===== src/rtl/move_pkg.sv =====
// ---------------------------------------------------------------------------
// move_pkg
// Shared definitions for the grid-cursor move sequencer.
//   - command layout {dir[1:0], step[1:0]} and its field widths
//   - direction encodings (+x, -x, +y, -y)
//   - FSM state encoding
//   - unit_step(): one-unit coordinate update. It saturates at the grid
//     edge and reports the clip. When MOVE_WRAP_EN is defined it wraps
//     modulo 16 instead and never reports a clip.
// ---------------------------------------------------------------------------
package move_pkg;

  localparam int CMD_W   = 4;
  localparam int COORD_W = 4;

  localparam logic [1:0] DIR_XP = 2'b00;
  localparam logic [1:0] DIR_XN = 2'b01;
  localparam logic [1:0] DIR_YP = 2'b10;
  localparam logic [1:0] DIR_YN = 2'b11;

  localparam logic [COORD_W-1:0] COORD_MIN = 4'd0;
  localparam logic [COORD_W-1:0] COORD_MAX = 4'd15;

  typedef enum logic {
    ST_IDLE = 1'b0,
    ST_MOVE = 1'b1
  } state_e;

  typedef struct packed {
    logic [1:0] dir;
    logic [1:0] step;
  } cmd_t;

  // Returns {clip, new_coord} for one unit move up (neg=0) or down (neg=1).
  function automatic logic [COORD_W:0] unit_step(input logic [COORD_W-1:0] c,
                                                 input logic               neg);
    logic [COORD_W-1:0] r;
    logic               clip;
`ifdef MOVE_WRAP_EN
    clip = 1'b0;
    if (neg) begin
      r = c - 4'd1;
    end else begin
      r = c + 4'd1;
    end
`else
    if (neg) begin
      if (c == COORD_MIN) begin
        r    = c;
        clip = 1'b1;
      end else begin
        r    = c - 4'd1;
        clip = 1'b0;
      end
    end else begin
      if (c == COORD_MAX) begin
        r    = c;
        clip = 1'b1;
      end else begin
        r    = c + 4'd1;
        clip = 1'b0;
      end
    end
`endif
    return {clip, r};
  endfunction

endpackage


===== src/rtl/move_cmd_fifo.sv =====
// ---------------------------------------------------------------------------
// move_cmd_fifo
// Small synchronous command FIFO with no bypass path. A pushed word becomes
// visible on dout one cycle after the push edge at the earliest.
// A push while full and a pop while empty are both ignored.
// Ports:
//   clk    in   system clock (posedge)
//   rst_n  in   synchronous active-low reset, empties the FIFO
//   push   in   write din this cycle (honoured only when !full)
//   pop    in   drop the head this cycle (honoured only when !empty)
//   din    in   [W-1:0] write data
//   dout   out  [W-1:0] current head (valid when !empty)
//   full   out  DEPTH entries held
//   empty  out  no entries held
// ---------------------------------------------------------------------------
module move_cmd_fifo
  import move_pkg::*;
#(
  parameter int DEPTH = 4,
  parameter int W     = CMD_W
) (
  input  logic         clk,
  input  logic         rst_n,
  input  logic         push,
  input  logic         pop,
  input  logic [W-1:0] din,
  output logic [W-1:0] dout,
  output logic         full,
  output logic         empty
);

  localparam int AW = $clog2(DEPTH);
  localparam logic [AW:0] PTR_ONE = {{AW{1'b0}}, 1'b1};

  logic [W-1:0] mem_r [DEPTH];
  logic [AW:0]  wr_ptr_r;
  logic [AW:0]  rd_ptr_r;
  logic         do_push_s;
  logic         do_pop_s;

  // The pointers carry one extra wrap bit that tells full apart from empty.
  assign empty     = (wr_ptr_r == rd_ptr_r);
  assign full      = (wr_ptr_r[AW] != rd_ptr_r[AW]) &&
                     (wr_ptr_r[AW-1:0] == rd_ptr_r[AW-1:0]);
  assign do_push_s = push && !full;
  assign do_pop_s  = pop && !empty;
  assign dout      = mem_r[rd_ptr_r[AW-1:0]];

  // Pointer update; a push and a pop in the same cycle leave occupancy unchanged.
  always_ff @(posedge clk) begin
    if (!rst_n) begin
      wr_ptr_r <= '0;
      rd_ptr_r <= '0;
    end else begin
      if (do_push_s) begin
        wr_ptr_r <= wr_ptr_r + PTR_ONE;
      end
      if (do_pop_s) begin
        rd_ptr_r <= rd_ptr_r + PTR_ONE;
      end
    end
  end

  // Storage write; contents are don't-care until written, so there is no reset.
  always_ff @(posedge clk) begin
    if (do_push_s) begin
      mem_r[wr_ptr_r[AW-1:0]] <= din;
    end
  end

endmodule


===== src/rtl/move_sequencer.sv =====
// ---------------------------------------------------------------------------
// move_sequencer
// Command scheduler for a 4-bit x/y grid cursor. Move commands
// {dir[1:0], step[1:0]} are queued in a FIFO and executed one grid unit per
// clock. The cursor position is mirrored on led as {y, x}.
// Optional build macro: MOVE_WRAP_EN (coordinates wrap modulo 16 and bump
// never fires). When it is undefined, coordinates saturate at 0 and 15.
// Ports:
//   clk        in   system clock (posedge)
//   rst_n      in   synchronous active-low reset
//   cmd_valid  in   a command is offered this cycle
//   cmd        in   [3:2] dir (00 +x, 01 -x, 10 +y, 11 -y), [1:0] step 0..3
//   cmd_ready  out  FIFO not full
//   pause      in   freezes execution; the FIFO still accepts commands
//   led        out  registered {y[3:0], x[3:0]}
//   busy       out  queue non-empty or a command is in progress
//   done       out  1-cycle pulse on the edge that applies a command's last unit
//   bump       out  1-cycle pulse when a unit move is clipped at the grid edge
// ---------------------------------------------------------------------------
module move_sequencer
  import move_pkg::*;
#(
  parameter int DEPTH = 4,
  parameter int CW    = 4
) (
  input  logic          clk,
  input  logic          rst_n,
  input  logic          cmd_valid,
  input  logic [CW-1:0] cmd,
  output logic          cmd_ready,
  input  logic          pause,
  output logic [7:0]    led,
  output logic          busy,
  output logic          done,
  output logic          bump
);

  state_e             state_r;
  logic [1:0]         dir_r;
  logic [1:0]         cnt_r;
  logic [COORD_W-1:0] x_r;
  logic [COORD_W-1:0] y_r;

  logic               fifo_full_s;
  logic               fifo_empty_s;
  logic [CMD_W-1:0]   fifo_dout_s;
  cmd_t               head_s;
  logic               push_s;
  logic               pop_s;

  logic [COORD_W-1:0] nx_s;
  logic [COORD_W-1:0] ny_s;
  logic               clip_s;

  assign cmd_ready = !fifo_full_s;
  assign push_s    = cmd_valid && !fifo_full_s;
  assign head_s    = cmd_t'(fifo_dout_s);
  assign busy      = (state_r == ST_MOVE) || !fifo_empty_s;

  // Pop from IDLE, or on the final unit move of the current command so that
  // the next command starts on the following edge without a bubble.
  assign pop_s = !pause && !fifo_empty_s &&
                 ((state_r == ST_IDLE) ||
                  ((state_r == ST_MOVE) && (cnt_r == 2'd1)));

  move_cmd_fifo #(
    .DEPTH (DEPTH),
    .W     (CMD_W)
  ) u_fifo (
    .clk   (clk),
    .rst_n (rst_n),
    .push  (push_s),
    .pop   (pop_s),
    .din   (cmd),
    .dout  (fifo_dout_s),
    .full  (fifo_full_s),
    .empty (fifo_empty_s)
  );

  // Candidate position after one unit move in dir_r; only one axis changes.
  always_comb begin
    nx_s   = x_r;
    ny_s   = y_r;
    clip_s = 1'b0;
    case (dir_r)
      DIR_XP:  {clip_s, nx_s} = unit_step(x_r, 1'b0);
      DIR_XN:  {clip_s, nx_s} = unit_step(x_r, 1'b1);
      DIR_YP:  {clip_s, ny_s} = unit_step(y_r, 1'b0);
      DIR_YN:  {clip_s, ny_s} = unit_step(y_r, 1'b1);
      default: begin
        nx_s   = x_r;
        ny_s   = y_r;
        clip_s = 1'b0;
      end
    endcase
  end

  // Sequencer FSM together with the position, led and pulse registers.
  always_ff @(posedge clk) begin
    if (!rst_n) begin
      state_r <= ST_IDLE;
      dir_r   <= DIR_XP;
      cnt_r   <= 2'd0;
      x_r     <= 4'd0;
      y_r     <= 4'd0;
      led     <= 8'h00;
      done    <= 1'b0;
      bump    <= 1'b0;
    end else begin
      done <= 1'b0;
      bump <= 1'b0;
      case (state_r)
        ST_IDLE: begin
          if (pop_s) begin
            dir_r   <= head_s.dir;
            cnt_r   <= head_s.step;
            // A zero-step command is consumed here with no motion.
            state_r <= (head_s.step != 2'd0) ? ST_MOVE : ST_IDLE;
          end
        end
        ST_MOVE: begin
          if (!pause) begin
            x_r   <= nx_s;
            y_r   <= ny_s;
            led   <= {ny_s, nx_s};
            bump  <= clip_s;
            cnt_r <= cnt_r - 2'd1;
            if (cnt_r == 2'd1) begin
              done <= 1'b1;
              if (pop_s) begin
                dir_r   <= head_s.dir;
                cnt_r   <= head_s.step;
                state_r <= (head_s.step != 2'd0) ? ST_MOVE : ST_IDLE;
              end else begin
                state_r <= ST_IDLE;
              end
            end
          end
        end
        default: begin
          state_r <= ST_IDLE;
        end
      endcase
    end
  end

endmodule


===== config.mk =====
export PLATFORM = sky130hd
export DESIGN_NAME = move_sequencer
export DESIGN_NICKNAME = d
export VERILOG_FILES = /design/src/rtl/move_pkg.sv /design/src/rtl/move_cmd_fifo.sv /design/src/rtl/move_sequencer.sv
export SDC_FILE = /design/constraint.sdc
export NUM_CORES = 1
export LEC_CHECK = 0
export CAP_MARGIN = 10
export CORE_MARGIN = 10
export CORE_UTILIZATION = 35
export CTS_CLUSTER_SIZE = 12
export DETAILED_ROUTE_END_ITERATION = 7
export PLACE_DENSITY = 0.53
export SETUP_SLACK_MARGIN = 0.4
export SYNTH_ARGS = -nofsm -noshare
export SYNTH_HDL_FRONTEND = slang
export SYNTH_SLANG_ARGS = --single-unit

===== constraint.sdc =====
create_clock -name clk -period 2.25 [get_ports clk]
set_clock_uncertainty 0.15 [all_clocks]
set_input_delay 0.225 -clock clk [delete_from_list [all_inputs] [get_ports clk]]
set_output_delay 0.225 -clock clk [all_outputs]
set_load 0.05 [all_outputs]

== Yosys cells after proc, flatten, opt, wreduce, memory -nomap -nowiden ==
Memories as Yosys holds them, arrays and structs flattened. A register that Yosys moved wholly into a read port is not among the register bits.
Cells that the tools add are included.

* Bits in registers: 29
* Latch bits: 0
* RAM bits: 16
* Bits in read-only memories: 0
* Output and inout bits: 12
* Word-level logic and storage cells: 83
* Memories: 1

* Add/sub/neg operators: 7
* Multipliers: 0
* Divide/modulo/power cells: 0
* Order comparisons: 0
* Eq/ne operators: 12
* Shifts and indexed selects: 0
* Mux-type cells: 30
* Bitwise operators: 3
* Reduce and logical (&&, ||, !) cells: 20

{| class="wikitable"
|+ Memory list
! memory !! words !! bits a word !! rd ports !! clocked after memory_dff !! wr ports !! RTL line !! RTL
|-
| u_fifo.mem_r || 4 || 4 || 1 || 1 || 1 || move_cmd_fifo.sv:35 || <nowiki>logic [W-1:0] mem_r [DEPTH];</nowiki>
|}

{| class="wikitable"
|+ Operators with widths
! kind !! number
|-
| two-way mux 2 bit || 9
|-
| two-way mux 4 bit || 4
|-
| case mux 4 bit (2 select lines) || 2
|-
| two-way mux 1 bit || 11
|-
| adder 4 x 1 -> 4 bit (second input constant) || 2
|-
| == test 4 bit (second input constant) || 2
|-
| zero test 4 bit || 2
|-
| case mux 2 bit (2 select lines) || 2
|-
| subtractor 4 x 1 -> 4 bit (second input constant) || 2
|-
| logical AND 1 bit || 7
|-
| adder 3 x 1 -> 3 bit (second input constant) || 2
|-
| AND reduction 2 bit || 3
|-
| == test 2 x 1 -> 1 bit (second input constant) || 2
|-
| == test 2 bit (second input constant) || 2
|-
| inequality test 2 x 1 -> 1 bit (second input constant) || 2
|-
| case mux 1 bit (4 select lines) || 1
|-
| == test 3 bit || 1
|-
| zero test 1 bit || 3
|-
| NOT 1 bit || 3
|-
| OR reduction 3 bit || 1
|-
| == test 2 bit || 1
|-
| zero test 2 bit || 1
|-
| logical OR 1 bit || 2
|-
| inequality test 2 bit (second input constant) || 1
|-
| 4 further kinds || 4
|}

== Logic depth before layout (Yosys ltp) ==
* Depth in word-level cells: 8
* Gate-level depth with buffers: 6
* Depth with buffers taken out: 6

== By module ==
Synthesis repeated with hierarchy kept, for this count alone.

* Cell total of the unflattened synthesis: 213
* Area total of the unflattened synthesis: 2169.6 um2

{| class="wikitable"
|+ Modules (own cells, without submodules)
! module !! instances !! cells an instance !! area each (um2)
|-
| move_cmd_fifo || 1 || 92 || 1166.1
|-
| move_sequencer || 1 || 121 || 1003.5
|}

== Worst setup path after synthesis ==
OpenSTA, ideal clock, no wires.

* Kind: reg2reg
* Start: register with a tool-made name
* End: register with a tool-made name
* Library setup time: 74 ps
* Data arrival time: 1723 ps
* Data required time: 2026 ps
* Path slack: 302 ps
* Stages on the path, launching flop included: 7
* Path buffers: 0
* Period minus slack after synthesis: 1948 ps
* Cell sequence: dfxtp_1 inv_1 ha_1 nor3b_1 o41ai_1 nand2_1 a31oi_1

==> summary.log <==
qor: run_status.run_status complete, no violations
qor: yosys.top_flip_flop_cell_by_instance_count_after_synthesis sky130_fd_sc_hd__dfxtp_1
qor: timing.timing.max_slew.rel_slack 0.664
qor: detailed_routing.vias_per_cell 5.24
qor: yosys.number_of_flops_mapped_to_enable_cells_by_yosys 16
qor: critical_path.crit-reg2reg-capture cnt_r[1]
qor: cells_and_area.diodes 0
qor: cells_and_area.post-route-util 0.453
qor: yosys.synth_cells 189
qor: detailed_routing.dr_drc_count 0
qor: critical_path.cp.arrival 1.43 ns
qor: timing.tightest_slew 0.502 ns
qor: yosys.ys.warnings.count 0
qor: yosys.synth_top_family_by_area simple AND/OR/NAND/NOR gates
qor: yosys.yosys-top-cells-count 23 x sky130_fd_sc_hd__dfxtp_1, 17 x sky130_fd_sc_hd__nor2_1, 16 x sky130_fd_sc_hd__edfxtp_1
qor: yosys.synth.distinct_cells 47
qor: grt.grt_start_max_net_pins 15
qor: timing.post-route-period-util 0.804
qor: clock_tree.clock_sinks 39
qor: critical_path.critical_path.n_buffers_inverters 1
qor: place.dp.cells 273
qor: yosys.post_synth_main_area_contributors sky130_fd_sc_hd__edfxtp_1 24%, sky130_fd_sc_hd__dfxtp_1 23%, sky130_fd_sc_hd__ha_1 6.2%
qor: cells_and_area.fraction_of_final_layout_cells_sized_beyond_drive_strength_1 0.209
qor: timing.totalNegativeSetupSlack 0 ns
qor: grt.gr-total-overflow 0
qor: cells_and_area.final_cell_count_no_fill 283
qor: clock_tree.numCtsBuffers 5
qor: yosys.synth_mux_area_frac 0.0763
qor: critical_path.criticalPathCategory reg -> out
qor: power.clock_power_frac 0.313
qor: detailed_routing.dr_total_vias 1484
qor: clock_tree.cts.clk_slew.worst_paths 0.08 ns
qor: critical_path.critPathSlowestCell sky130_fd_sc_hd__dlygate4sd2_1
qor: critical_path.stages_on_worst_setup_path 1
qor: floorplanning.die-height 96.2 um
qor: timing.rsz0062_at_grt true
qor: place.rd_place_congestion 0.828
qor: critical_path.cpLargestDelayFamily buffers and inverters
qor: clock_tree.clock_tree.buffer_depth 2
qor: yosys.synth_top_cell_area_share 0.236
qor: critical_path.worst_ep_required_time 1.88 ns
qor: cells_and_area.n_fill_cell 548
qor: yosys.seq_area_frac_synth 0.463
qor: floorplanning.die_width 96.2 um
qor: critical_path.max_stage_delay 0.59 ns
qor: timing.hold_viol 0
qor: critical_path.critical_path.startpoint_type flop
qor: critical_path.worstSetupEndpoint led[7]
qor: power.sw_frac_of_total 0.301
qor: clock_tree.worst_skew_pair.late_latency 0.29 ns
qor: floorplanning.count_of_pins_on_the_block_boundary 20
qor: detailed_routing.detail_route.iter0.violations 54
qor: power.max-vdd-ir-drop 0.452 mV
qor: detailed_routing.drt_pass1_iterations 4
qor: floorplanning.std_cell_rows 27
qor: yosys.synthArstFlopShare 0
qor: place.detailedPlacementHpwl 3070 um
qor: critical_path.critical_path_peak_fanout 11
qor: floorplanning.placeableCoreArea 0.00557 sq mm
qor: yosys.synth_simple_gate_area_share 0.162
qor: power.seq_power_share 0.430
qor: timing.achievable-frequency 553 MHz
qor: critical_path.worst-r2r-cell-count 3
qor: flow_run.max-cap-violations 0
qor: power.total_leakage_power 0.906 nW
qor: clock_tree.ctsHoldBuffers 0
qor: yosys.synth-compound-area-share 0.145
qor: clock_tree.tritoncts built
qor: timing.final-max-slew-violation-count 0
qor: timing.period_minus_slack 1.81 ns
qor: yosys.synth_fa_ha_area_frac 0.0615
qor: yosys.postSynthNetCount 207
qor: critical_path.worst-r2r-setup-slack 0.48 ns
qor: yosys.ys_ff_latch 39
qor: power.net-switching-power 0.631 mW
qor: yosys.post_synth_instance_area 0.00203 sq mm
qor: cells_and_area.syn_to_layout_area_delta 24.2%
qor: clock_tree.cts_max_level 2
qor: detailed_routing.detail-route-antenna-nets 0
qor: clock_tree.cts_root_buffer sky130_fd_sc_hd__clkbuf_8
qor: min_path.hold_path_class reg -> reg
qor: power.internal-power 1.46 mW
qor: detailed_routing.route.final.wire_length 4250 um
qor: yosys.count_leader_synth sky130_fd_sc_hd__dfxtp_1
qor: grt.track_usage 0.0919
qor: timing.final_setup_viols 0
qor: yosys.post_synth_xor_xnor_area 0.0474
qor: floorplanning.initial_utilization 0.365
qor: critical_path.crit_chain dlygate4sd2_1
qor: place.buffer_ports.inserted 19
qor: yosys.yosys.area.top_type sky130_fd_sc_hd__edfxtp_1
qor: critical_path.critPathCaptureType primary output
qor: grt.first_global_vias 1430
qor: grt.antenna_found_initial 0
qor: floorplanning.dieArea 0.00926 sq mm
qor: grt.global_route_wire_length_before_repair 6760 um
qor: detailed_routing.wire_per_inst 15.0 um
qor: power.pwr-share-comb 0.257
qor: yosys.avgSynthCellArea 10.8 sq um
qor: cells_and_area.final_net_count 228
qor: power.power.density_cell_area 830 mW/mm^2
-- layout by cell type, fill, tap and decap left out, types with 3 or more instances in the layout --
master and n:
sky130_fd_sc_hd__nor3_1 3, sky130_fd_sc_hd__and2_1 4, sky130_fd_sc_hd__clkdlybuf4s50_1 9, sky130_fd_sc_hd__xnor2_1 4, sky130_fd_sc_hd__mux2i_1 5, sky130_fd_sc_hd__nand2_1 9, sky130_fd_sc_hd__xnor2_2 3, sky130_fd_sc_hd__a21oi_1 8
sky130_fd_sc_hd__inv_1 13, sky130_fd_sc_hd__dfxtp_1 11, sky130_fd_sc_hd__nand2b_1 4, sky130_fd_sc_hd__ha_1 10, sky130_fd_sc_hd__o31a_1 3, sky130_fd_sc_hd__clkbuf_2 3, sky130_fd_sc_hd__a31oi_1 3, sky130_fd_sc_hd__clkbuf_8 5
sky130_fd_sc_hd__nor2_1 17, sky130_fd_sc_hd__dfxtp_2 11, sky130_fd_sc_hd__buf_4 5, sky130_fd_sc_hd__edfxtp_1 16, sky130_fd_sc_hd__nand3_1 4, sky130_fd_sc_hd__dlygate4sd2_1 6, sky130_fd_sc_hd__o21ai_0 5
-- what timing repair did --
| item | in CTS | in global routing |
|---|---|---|
| pin swaps | 1 | 1 |
| gates cloned | 0 | 0 |
| gates resized for setup | 16 | 26 |
| buffers inserted | 1 | 1 |
| setup endpoints to repair | 20 | 28 |
-- kinds of logic after synthesis --
logic type,after synthesis
buf+inv,22
xor+xnor,11
fa+ha+maj,10
mux,9
compound gates,38
flops,39
simple gates,60
-- worst register-to-register path, cell delays in order, from the launching register on --
cell,delay [ns]
sky130_fd_sc_hd__dfxtp_2,0.40
sky130_fd_sc_hd__mux4_2,0.54
sky130_fd_sc_hd__o32a_1,0.30
sky130_fd_sc_hd__o221a_2,0.27
-- power by group through the flow --
stage / Combinational, mW / Sequential [mW] / Clock [mW]
5_1_grt: 0.590 / 0.914 / 0.706
6_report: 0.539 / 0.900 / 0.656
3_3_place_gp: 0.466 / 0.892 / 0
3_5_place_dp: 0.473 / 0.892 / 0
4_1_cts: 0.497 / 0.882 / 0.677
2_1_floorplan: 0.367 / 0.873 / 0
-- cell type report --
cell class	instances	area, sq um	share of cell area
clock buffers	7	98.8	0.0391
flip-flops and latches	39	958	0.380
inverters	13	48.8	0.0193
clock inverters	1	30.0	0.0119
repair buffers	23	200	0.0793
well taps	72	90.1	0.0357
multi-input cells	128	1100	0.435
-- layer usage --
metal,up-vias,share of wire,GRT usage
li1,743,-,-
met5,-,0,0
met2,25,0.50,0.161
met4,0,0.0040,0.0258
met1,714,0.44,0.104
met3,2,0.051,0.0304
-- how the worst min path moves through the flow --
stage | end | cells after the start | slack (ns) | start
floorplan | u_fifo.mem_r[0][0] | 0 | 0.17 | cmd[0]
global placement | u_fifo.rd_ptr_r[2] | 2 | 0.35 | u_fifo.rd_ptr_r[2]
detailed placement | u_fifo.rd_ptr_r[2] | 2 | 0.35 | u_fifo.rd_ptr_r[2]
CTS | flop | 2 | 0.37 | flop
global route | u_fifo.rd_ptr_r[2] | 2 | 0.39 | u_fifo.rd_ptr_r[2]
finish | u_fifo.rd_ptr_r[2] | 2 | 0.37 | u_fifo.rd_ptr_r[2]
-- stage by stage --
step | area (sq um) | setup slack [ns] | hold WS, ns | power (mW)
after detailed placement | 2290 | 0.277 | 0.353 | 1.37
final | 2520 | 0.440 | 0.366 | 2.09
after CTS | 2440 | 0.223 | 0.369 | 2.06
after floorplan | 2040 | 0.370 | 0.174 | 1.24
after global placement | 2290 | 0.299 | 0.346 | 1.36
after global routing | 2520 | 0.375 | 0.393 | 2.21
Note: power is estimated with default switching activity, not from simulation.
